File: src/rtl/alu_operand_sequencer_if.sv
`default_nettype none
// ---------------------------------------------------------------------------
// alu_operand_sequencer_if : FIFO read port + result handshake bundle
// Rev 1.0
// ---------------------------------------------------------------------------
interface alu_operand_sequencer_if #(
  parameter int DATA_W = 8
) ();
  logic              fifo_empty;
  logic              rd_req;
  logic [DATA_W-1:0] rd_data;
  logic              rd_valid;
  logic [DATA_W-1:0] res_data;
  logic [3:0]        res_flags;
  logic              res_err;
  logic              res_valid;
  logic              res_ready;
  logic              busy;

  modport master (
    input  fifo_empty, rd_data, rd_valid, res_ready,
    output rd_req, res_data, res_flags, res_err, res_valid, busy
  );

  modport slave (
    output fifo_empty, rd_data, rd_valid, res_ready,
    input  rd_req, res_data, res_flags, res_err, res_valid, busy
  );
endinterface
`default_nettype wire

File: src/rtl/alu_operand_sequencer.sv
`default_nettype none
// ---------------------------------------------------------------------------
// alu_operand_sequencer : pops {opcode, A, B} packets and presents ALU result
// Rev 1.0
// ---------------------------------------------------------------------------
module alu_operand_sequencer #(
  parameter int DATA_W     = 8,
  parameter int RD_TIMEOUT = 15
) (
  input  logic                   clock,
  input  logic                   rst,
  alu_operand_sequencer_if.master bus
);

  localparam int              CNT_W    = $clog2(RD_TIMEOUT + 1);
  localparam logic [CNT_W-1:0] CNT_LAST = CNT_W'(RD_TIMEOUT - 1);

  typedef enum logic [3:0] {
    S_IDLE, S_REQ_OP, S_WAIT_OP, S_REQ_A, S_WAIT_A,
    S_REQ_B, S_WAIT_B, S_EXEC, S_OUT
  } state_t;

  state_t            state_q, state_d;
  logic [CNT_W-1:0]  cnt_q, cnt_d;
  logic [2:0]        op_q, op_d;
  logic [DATA_W-1:0] a_q, a_d, b_q, b_d;
  logic [DATA_W-1:0] res_data_q, res_data_d;
  logic [3:0]        res_flags_q, res_flags_d;
  logic              res_err_q, res_err_d;
  logic              rd_req;
  logic              waiting;

  logic [DATA_W:0]   alu_wide, shr_wide;
  logic [DATA_W-1:0] alu_res;
  logic [2:0]        shamt;
  logic              alu_c, alu_v, alu_err;

  // Bit DATA_W of the widened result carries the carry/borrow/shifted-out bit.
  always_comb begin
    shamt    = b_q[2:0];
    alu_wide = '0;
    shr_wide = '0;
    alu_c    = 1'b0;
    alu_v    = 1'b0;
    alu_err  = 1'b0;
    case (op_q)
      3'd0: begin
        alu_wide = {1'b0, a_q} + {1'b0, b_q};
        alu_c    = alu_wide[DATA_W];
        alu_v    = (a_q[DATA_W-1] == b_q[DATA_W-1]) && (alu_wide[DATA_W-1] != a_q[DATA_W-1]);
      end
      3'd1: begin
        alu_wide = {1'b0, a_q} - {1'b0, b_q};
        alu_c    = alu_wide[DATA_W];
        alu_v    = (a_q[DATA_W-1] != b_q[DATA_W-1]) && (alu_wide[DATA_W-1] != a_q[DATA_W-1]);
      end
      3'd2: alu_wide = {1'b0, a_q & b_q};
      3'd3: alu_wide = {1'b0, a_q | b_q};
      3'd4: alu_wide = {1'b0, a_q ^ b_q};
      3'd5: begin
        alu_wide = {1'b0, a_q} << shamt;
        alu_c    = alu_wide[DATA_W];
      end
      3'd6: begin
        shr_wide = {a_q, 1'b0} >> shamt;
        alu_wide = {1'b0, shr_wide[DATA_W:1]};
        alu_c    = shr_wide[0];
      end
      default: alu_err = 1'b1;
    endcase
    alu_res = alu_wide[DATA_W-1:0];
  end

  assign waiting = (state_q == S_WAIT_OP) || (state_q == S_WAIT_A) || (state_q == S_WAIT_B);

  always_comb begin
    state_d     = state_q;
    cnt_d       = cnt_q;
    op_d        = op_q;
    a_d         = a_q;
    b_d         = b_q;
    res_data_d  = res_data_q;
    res_flags_d = res_flags_q;
    res_err_d   = res_err_q;
    rd_req      = 1'b0;
    case (state_q)
      S_IDLE:    if (!bus.fifo_empty) state_d = S_REQ_OP;
      S_REQ_OP, S_REQ_A, S_REQ_B: begin
        if (!bus.fifo_empty) begin
          rd_req = 1'b1;
          cnt_d  = '0;
          state_d = (state_q == S_REQ_OP) ? S_WAIT_OP :
                    (state_q == S_REQ_A)  ? S_WAIT_A  : S_WAIT_B;
        end
      end
      S_WAIT_OP: if (bus.rd_valid) begin op_d = bus.rd_data[2:0]; state_d = S_REQ_A; end
      S_WAIT_A:  if (bus.rd_valid) begin a_d  = bus.rd_data;      state_d = S_REQ_B; end
      S_WAIT_B:  if (bus.rd_valid) begin b_d  = bus.rd_data;      state_d = S_EXEC;  end
      S_EXEC: begin
        res_err_d   = alu_err;
        res_data_d  = alu_err ? '0 : alu_res;
        res_flags_d = alu_err ? 4'b0000 :
                      {alu_res[DATA_W-1], (alu_res == '0), alu_c, alu_v};
        state_d     = S_OUT;
      end
      S_OUT:     if (bus.res_ready) state_d = S_IDLE;
      default:   state_d = S_IDLE;
    endcase
    // A missing read response aborts the whole packet with an error result.
    if (waiting && !bus.rd_valid) begin
      if (cnt_q == CNT_LAST) begin
        state_d     = S_OUT;
        res_err_d   = 1'b1;
        res_data_d  = '0;
        res_flags_d = 4'b0000;
      end else begin
        cnt_d = cnt_q + CNT_W'(1);
      end
    end
  end

  always_ff @(posedge clock) begin
    if (rst) begin
      state_q     <= S_IDLE;
      cnt_q       <= '0;
      op_q        <= '0;
      a_q         <= '0;
      b_q         <= '0;
      res_data_q  <= '0;
      res_flags_q <= '0;
      res_err_q   <= 1'b0;
    end else begin
      state_q     <= state_d;
      cnt_q       <= cnt_d;
      op_q        <= op_d;
      a_q         <= a_d;
      b_q         <= b_d;
      res_data_q  <= res_data_d;
      res_flags_q <= res_flags_d;
      res_err_q   <= res_err_d;
    end
  end

  assign bus.rd_req    = rd_req;
  assign bus.res_data  = res_data_q;
  assign bus.res_flags = res_flags_q;
  assign bus.res_err   = res_err_q;
  assign bus.res_valid = (state_q == S_OUT);
  assign bus.busy      = (state_q != S_IDLE);

endmodule
`default_nettype wire

File: src/flat_wrapper.sv
// flat-port wrapper written by rule: the top's interface ports become plain ports
module alu_operand_sequencer_flat 
#(
  parameter int DATA_W     = 8,
  parameter int RD_TIMEOUT = 15
)
  (clock, rst, bus_fifo_empty, bus_rd_data, bus_rd_valid, bus_res_ready, bus_rd_req, bus_res_data, bus_res_flags, bus_res_err, bus_res_valid, bus_busy);
  alu_operand_sequencer_if #(.DATA_W(DATA_W)) bus_i ();
  input  logic clock;
  input  logic rst;
  input wire logic [$bits(bus_i.fifo_empty)-1:0] bus_fifo_empty;
  input wire logic [$bits(bus_i.rd_data)-1:0] bus_rd_data;
  input wire logic [$bits(bus_i.rd_valid)-1:0] bus_rd_valid;
  input wire logic [$bits(bus_i.res_ready)-1:0] bus_res_ready;
  output wire logic [$bits(bus_i.rd_req)-1:0] bus_rd_req;
  output wire logic [$bits(bus_i.res_data)-1:0] bus_res_data;
  output wire logic [$bits(bus_i.res_flags)-1:0] bus_res_flags;
  output wire logic [$bits(bus_i.res_err)-1:0] bus_res_err;
  output wire logic [$bits(bus_i.res_valid)-1:0] bus_res_valid;
  output wire logic [$bits(bus_i.busy)-1:0] bus_busy;
  assign bus_i.fifo_empty = bus_fifo_empty;
  assign bus_i.rd_data = bus_rd_data;
  assign bus_i.rd_valid = bus_rd_valid;
  assign bus_i.res_ready = bus_res_ready;
  assign bus_rd_req = bus_i.rd_req;
  assign bus_res_data = bus_i.res_data;
  assign bus_res_flags = bus_i.res_flags;
  assign bus_res_err = bus_i.res_err;
  assign bus_res_valid = bus_i.res_valid;
  assign bus_busy = bus_i.busy;
  alu_operand_sequencer #(.DATA_W(DATA_W), .RD_TIMEOUT(RD_TIMEOUT)) u_core (.clock(clock), .rst(rst), .bus(bus_i));
endmodule
File: config.mk
export PLATFORM = sky130hd
export DESIGN_NAME = alu_operand_sequencer_flat
export DESIGN_NICKNAME = d
export VERILOG_FILES = /design/src/rtl/alu_operand_sequencer_if.sv /design/src/rtl/alu_operand_sequencer.sv /design/src/flat_wrapper.sv
export SDC_FILE = /design/constraint.sdc
export NUM_CORES = 1
export LEC_CHECK = 0
export ABC_CLOCK_PERIOD_IN_PS = 3100
export CAP_MARGIN = 20
export CELL_PAD_IN_SITES_DETAIL_PLACEMENT = 0
export CELL_PAD_IN_SITES_GLOBAL_PLACEMENT = 1
export CORE_MARGIN = 3
export CORE_UTILIZATION = 44
export CTS_CLUSTER_SIZE = 12
export DETAILED_ROUTE_END_ITERATION = 12
export PLACE_DENSITY = 0.79
export SKIP_LAST_GASP = 1
export SYNTH_ARGS = -nofsm -noshare
export SYNTH_HDL_FRONTEND = slang
export SYNTH_SLANG_ARGS = --single-unit
File: constraint.sdc
create_clock -name clock -period 3.1 [get_ports clock]
set_input_delay 0.31 -clock clock [delete_from_list [all_inputs] [get_ports clock]]
set_output_delay 0.31 -clock clock [all_outputs]
set_load 0.005 [all_outputs]
Yosys cells after proc, flatten, opt, wreduce, memory -nomap -nowiden
Index checks and enable logic that the tools add are counted.

storage, ports and cells
  flip-flop bits (word level) = 40
  latch bits = 0
  bits in writable memories = 0
  memory bits (read-only) = 0
  input port bits = 13
  memories = 0

operators by class
  add/sub/neg operators = 3
  multiply operators = 0
  div/mod/pow operators = 0
  magnitude comparators = 0
  equal/unequal tests = 19
  shift-type cells = 2
  mux-type cells = 32
  bitwise gates (word level) = 3
  reductions and logical operators = 15

operators with widths
  cell                 count
  $mux 4               17
  $pmux 8 s7           1
  $mux 8               4
  $pmux 4 s7           1
  $eq 4x3->1 const B   4
  $add 8x8->9          1
  $eq 3x3->1 const B   3
  $shl 8x3->9          1
  $shr 9x3->9          1
  $sub 8x8->9          1
  $and 8x8->8          1
  $eq 4x2->1 const B   2
  $eq 4x4->1 const B   2
  $logic_not 8->1      1
  $or 8x8->8           1
  $xor 8x8->8          1
  $reduce_or 7->1      1
  $eq 3x2->1 const B   2
  $mux 1               6
  $reduce_and 2->1     3
  $add 4x1->4 const B  1
  $eq 4x1->1 const B   1
  $logic_not 4->1      1
  $pmux 1 s4           1
  other kinds (11)     16

Depth between registers and ports, before layout
  depth in word-level cells = 8
  mapped depth = 12

Worst setup path after synthesis
OpenSTA, ideal clock, no wires.

  path kind = register to register
  start = reg u_core.b_q[2]
  end = reg u_core.res_flags_q[2], in the netlist u_core.bus.res_flags[2]
  setup time = 59 ps
  arrival time = 2,362 ps
  required time = 3,041 ps
  setup slack = 679 ps
  cell stages (with the launch flop) = 13
  path buffers = 2
  clock period less this slack = 2,421 ps
  cell sequence = dfxtp_1 > buf_2 > inv_1 > ha_1 > buf_4 > nand2b_1 > a21oi_1 > a22oi_2 > xnor2_1 > a2111oi_2 > nand3_1 > nor4_2 > a31o_1

between the ends
  longest elaborated chain between the ends = 7

ends and longest elaborated chain
  item                                       line                          RTL
  start: declaration                         alu_operand_sequencer.sv:26   logic [DATA_W-1:0] a_q, a_d, b_q, b_d;
  start signal: assignment                   alu_operand_sequencer.sv:128  b_q <= '0;
  start signal: assignment                   alu_operand_sequencer.sv:137  b_q <= b_d;
  $sub 8x8->9, or another cell as far along  alu_operand_sequencer.sv:53   alu_wide = {1'b0, a_q} - {1'b0, b_q};
  $pmux 8 s7 *                               alu_operand_sequencer.sv:46   case (op_q)
  $logic_not 8->1 *                          alu_operand_sequencer.sv:103  {alu_res[DATA_W-1], (alu_res == '0), alu_c, alu_v};
  $mux 4 *                                   alu_operand_sequencer.sv:102  res_flags_d = alu_err ? 4'b0000 :
  $mux 4 *                                   alu_operand_sequencer.sv:86   case (state_q)
  $mux 4                                     alu_operand_sequencer.sv:111  if (cnt_q == CNT_LAST) begin
  $mux 4 *                                   alu_operand_sequencer.sv:110  if (waiting && !bus.rd_valid) begin
  end signal: assignment                     alu_operand_sequencer.sv:139  res_flags_q <= res_flags_d;
  end: declaration                           alu_operand_sequencer.sv:28   logic [3:0] res_flags_q, res_flags_d;

Every way passes the cells marked *; elsewhere a longest branch is shown, timed or not.
A chain may end at the register's enable or synchronous reset.

Final worst setup path
Ends and elaborated chain as after synthesis.

==> impl_results.md <==
* Vias at 3199
* VDD IR max at 0.184 mV
* NetSw at 0.249 mW
* Worst path cell trace: inv_1, ha_1, nand2b_1, a21oi_1, a22oi_2, xnor2_1, a2111oi_2, nand3_1, nor4_2, a31o_1
* Final WL at 9.53 mm
* Number of synthesized register bits at 40
* WP data required at 3.34 ns
* Final instance area at 3820 um^2
* Vias in the first global route at 2937
* Synthesized area per cell at 7.87 um^2
* Port bufs at 28
* RSZ-0062 raised after global routing: false
* Largest net degree at the start of global routing at 33
* CTS root buf: clkbuf_8
* Delay-heaviest family, CP: compound AO/OA/AOI/OAI gates
* Tot GR Track Use at 0.227
* Crit path largest cell delay at 0.48 ns
* Switching Share at 0.246
* Synth Cell Area at 3350 um^2
* Yosys cell types at 67
* CTS tree: done
* Max_slew headroom at 0.534
* Yosys Warn Count at 0
* Router iterations before antenna repair at 5
* Final TNS setup at 0 ns
* Hpwl dp at 7.42 mm
* Syn_nets at 468
* Final Hold Viols at 0
* Die ar. at 8700 um^2
* Maximum clock rate at 0.364 GHz
* Initial antenna violation count at 0
* Routed Antenna Nets at 0
* Clk_lat worst skew at 0.30 ns
* Crit path max fanout at 9
* Clk network pwr share at 0.378
* Maxcap violations at 0
* Final critical-path share of the clock period at 0.886
* Register Area at 801 um^2
* Worst path slowest cell: dfxtp_1
* Area growth from synthesis to layout at 14.1%
* RD Place Congestion at 0.915
* Slew @ Worst Pin at 0.697 ns
* Crit Path Class: flip-flop to flip-flop
* Nets at 490
* Gate Count Post-Synth at 426
* Clk pin slew, worst setup/hold paths at 0.08 ns
* Asr flop ratio synth at 0
* Die width at 93.3 um
* Core ar. at 7330 um^2
* Pint at 0.765 mW
* PnR worst setup slack at 0.353 ns
* CP Buf/Inv Count at 1
* Min Tclk post-route at 2.75 ns
* Count of cells resized by post-cts repair at 0
* Fill cell count at 727
* Top-Level Pins at 29
* Worst Path Arrival at 2.99 ns
* Register area share after synthesis at 0.239
* Number of H-tree levels at 2
* Ys flop type: dfxtp_1
* Clock tree buffer depth at 2
* DRC errors left at 0
* Sequential power share at 0.522
* Drt initial violations at 289
* Cell row count at 31
* Critical Path Start Type: flip-flop
* Inserted Diodes at 0
* Leak Pwr at 1.41 nW
* Total CTS buffers at 5
* Dpl ws at 0.407 ns
* Placed instance area at 3730 um^2
* Post-Route Skew at 0.00526 ns
* Power Density at 265 nW/um^2
* Area of the multi-input gates at 2300 um^2
* Synth top area share at 0.239
* # setup viols final at 0
* Status: finished clean
* Area leader, netlist: dfxtp_1
* Max Transition Viols Final at 0
* Die H at 93.3 um
* Post-CTS Repair Setup Buffers at 0
* Gate power share at 0.099
* Crit. End Element: flip-flop
* CTS Sinks at 40
* Initial core utilization at 0.457
* Post-synth EDFFs at 0
* First-pass GRT wire length at 15.6 mm
* Hold Buf Count CTS at 0
* Top cells by area, synth: dfxtp_1 (24%), ha_1 (10%), mux2i_1 (8.1%), nor2_1 (7.2%), a21oi_1 (3.6%)
* Final core occ at 0.521
* Worst R2R Setup Slack at 0.35 ns
* Routed vias/inst at 5.85
* WL per Instance at 17.4 um
* Ratio of cells with drive above 1 in the final layout at 0.0848
* GRT overflow at 0
* Hold Path Class: flip-flop to flip-flop
[cell usage after synthesis (6+ instances only)]
cell,n
nand2b_1,6
mux2i_1,27
nand3_1,10
a22oi_1,11
ha_1,27
dfxtp_1,40
buf_2,17
nor2_1,64
nor3_1,6
nor2b_1,8
nand2_1,21
o21ai_0,14
a211oi_1,9
clkbuf_1,8
o211ai_1,6
a21oi_1,24
inv_1,25
o21ai_1,7
[power groups by stage]
stage / clock (mW) / combinational (mW) / sequential (mW)
floorplan: 0 / 0.0631 / 0.535
global placement: 0 / 0.100 / 0.542
detailed placement: 0 / 0.100 / 0.542
CTS: 0.390 / 0.101 / 0.530
global route: 0.406 / 0.112 / 0.532
finish: 0.384 / 0.101 / 0.530
[cells in the final DEF, fill, tap and decap left out, types with 7 or more instances in the layout]
cell type        count
o21ai_1              7
buf_4               17
nor2_1              64
inv_1               25
o21ai_0             14
dfxtp_1             40
clkbuf_8             7
nor2b_1              8
mux2i_1             27
ha_1                27
a22oi_1             11
a211oi_1             9
clkdlybuf4s50_1     28
a21oi_1             24
nand2_1             21
nand3_1             10
[logic make-up after synthesis]
group,after synthesis,share of synthesized area
AOI/OAI and AO/OA,115,0.235
xor gates and xnor gates,8,0.0209
adders and majority gates,29,0.113
buffers and inverters,56,0.0758
DFF,40,0.239
muxes,31,0.101
and+or+nand+nor,147,0.216
[area by class of cell]
class / instances / area share
multi-input combinational: 330 / 0.601
sequential: 40 / 0.209
clock buffer: 7 / 0.0252
tap: 99 / 0.0324
inverter: 26 / 0.0255
timing repair buffer: 45 / 0.107
[routing by layer]
layer | vias to the layer above | global-route usage | wire length, um
met5 | - | 0 | 0
met4 | 0 | 0.0830 | 274
met3 | 22 | 0.0338 | 482
met2 | 120 | 0.358 | 4360
met1 | 1490 | 0.314 | 4410
li1 | 1567 | - | -
[final timing paths]
kind | start | end | cells past startpoint
worst max-delay path | u_core.b_q[2] | u_core.bus.res_flags[2] | 10
worst min-delay path | u_core.bus.res_flags[0] | u_core.bus.res_flags[0] | 2
worst max register to register | u_core.b_q[2] | u_core.bus.res_flags[2] | 10
worst min register to register | u_core.bus.res_flags[0] | u_core.bus.res_flags[0] | 2
[stage by stage]
step / cells / hold WS (ns) / power, mW
6_report: 547 / 0.457 / 1.01
2_1_floorplan: 426 / 0.453 / 0.598
3_5_place_dp: 540 / 0.452 / 0.642
3_3_place_gp: 540 / 0.445 / 0.642
5_1_grt: 547 / 0.479 / 1.05
4_1_cts: 547 / 0.463 / 1.02
[worst min-delay path, cell delays in order (launching register included)]
cell and delay (ns):
dfxtp_1 0.31, nand2_1 0.05, a21oi_1 0.05
[sequential cells by signal, summed over array words and instances (netlist names)]
| signal | flops |
|---|---|
| u_core.a_q | 8 |
| u_core.b_q | 8 |
| u_core.bus.res_data | 8 |
| u_core.bus.res_err | 1 |
| u_core.bus.res_flags | 4 |
| u_core.cnt_q | 4 |
| u_core.op_q | 3 |
| u_core.state_q | 4 |
(Power assumes the default switching activity.)
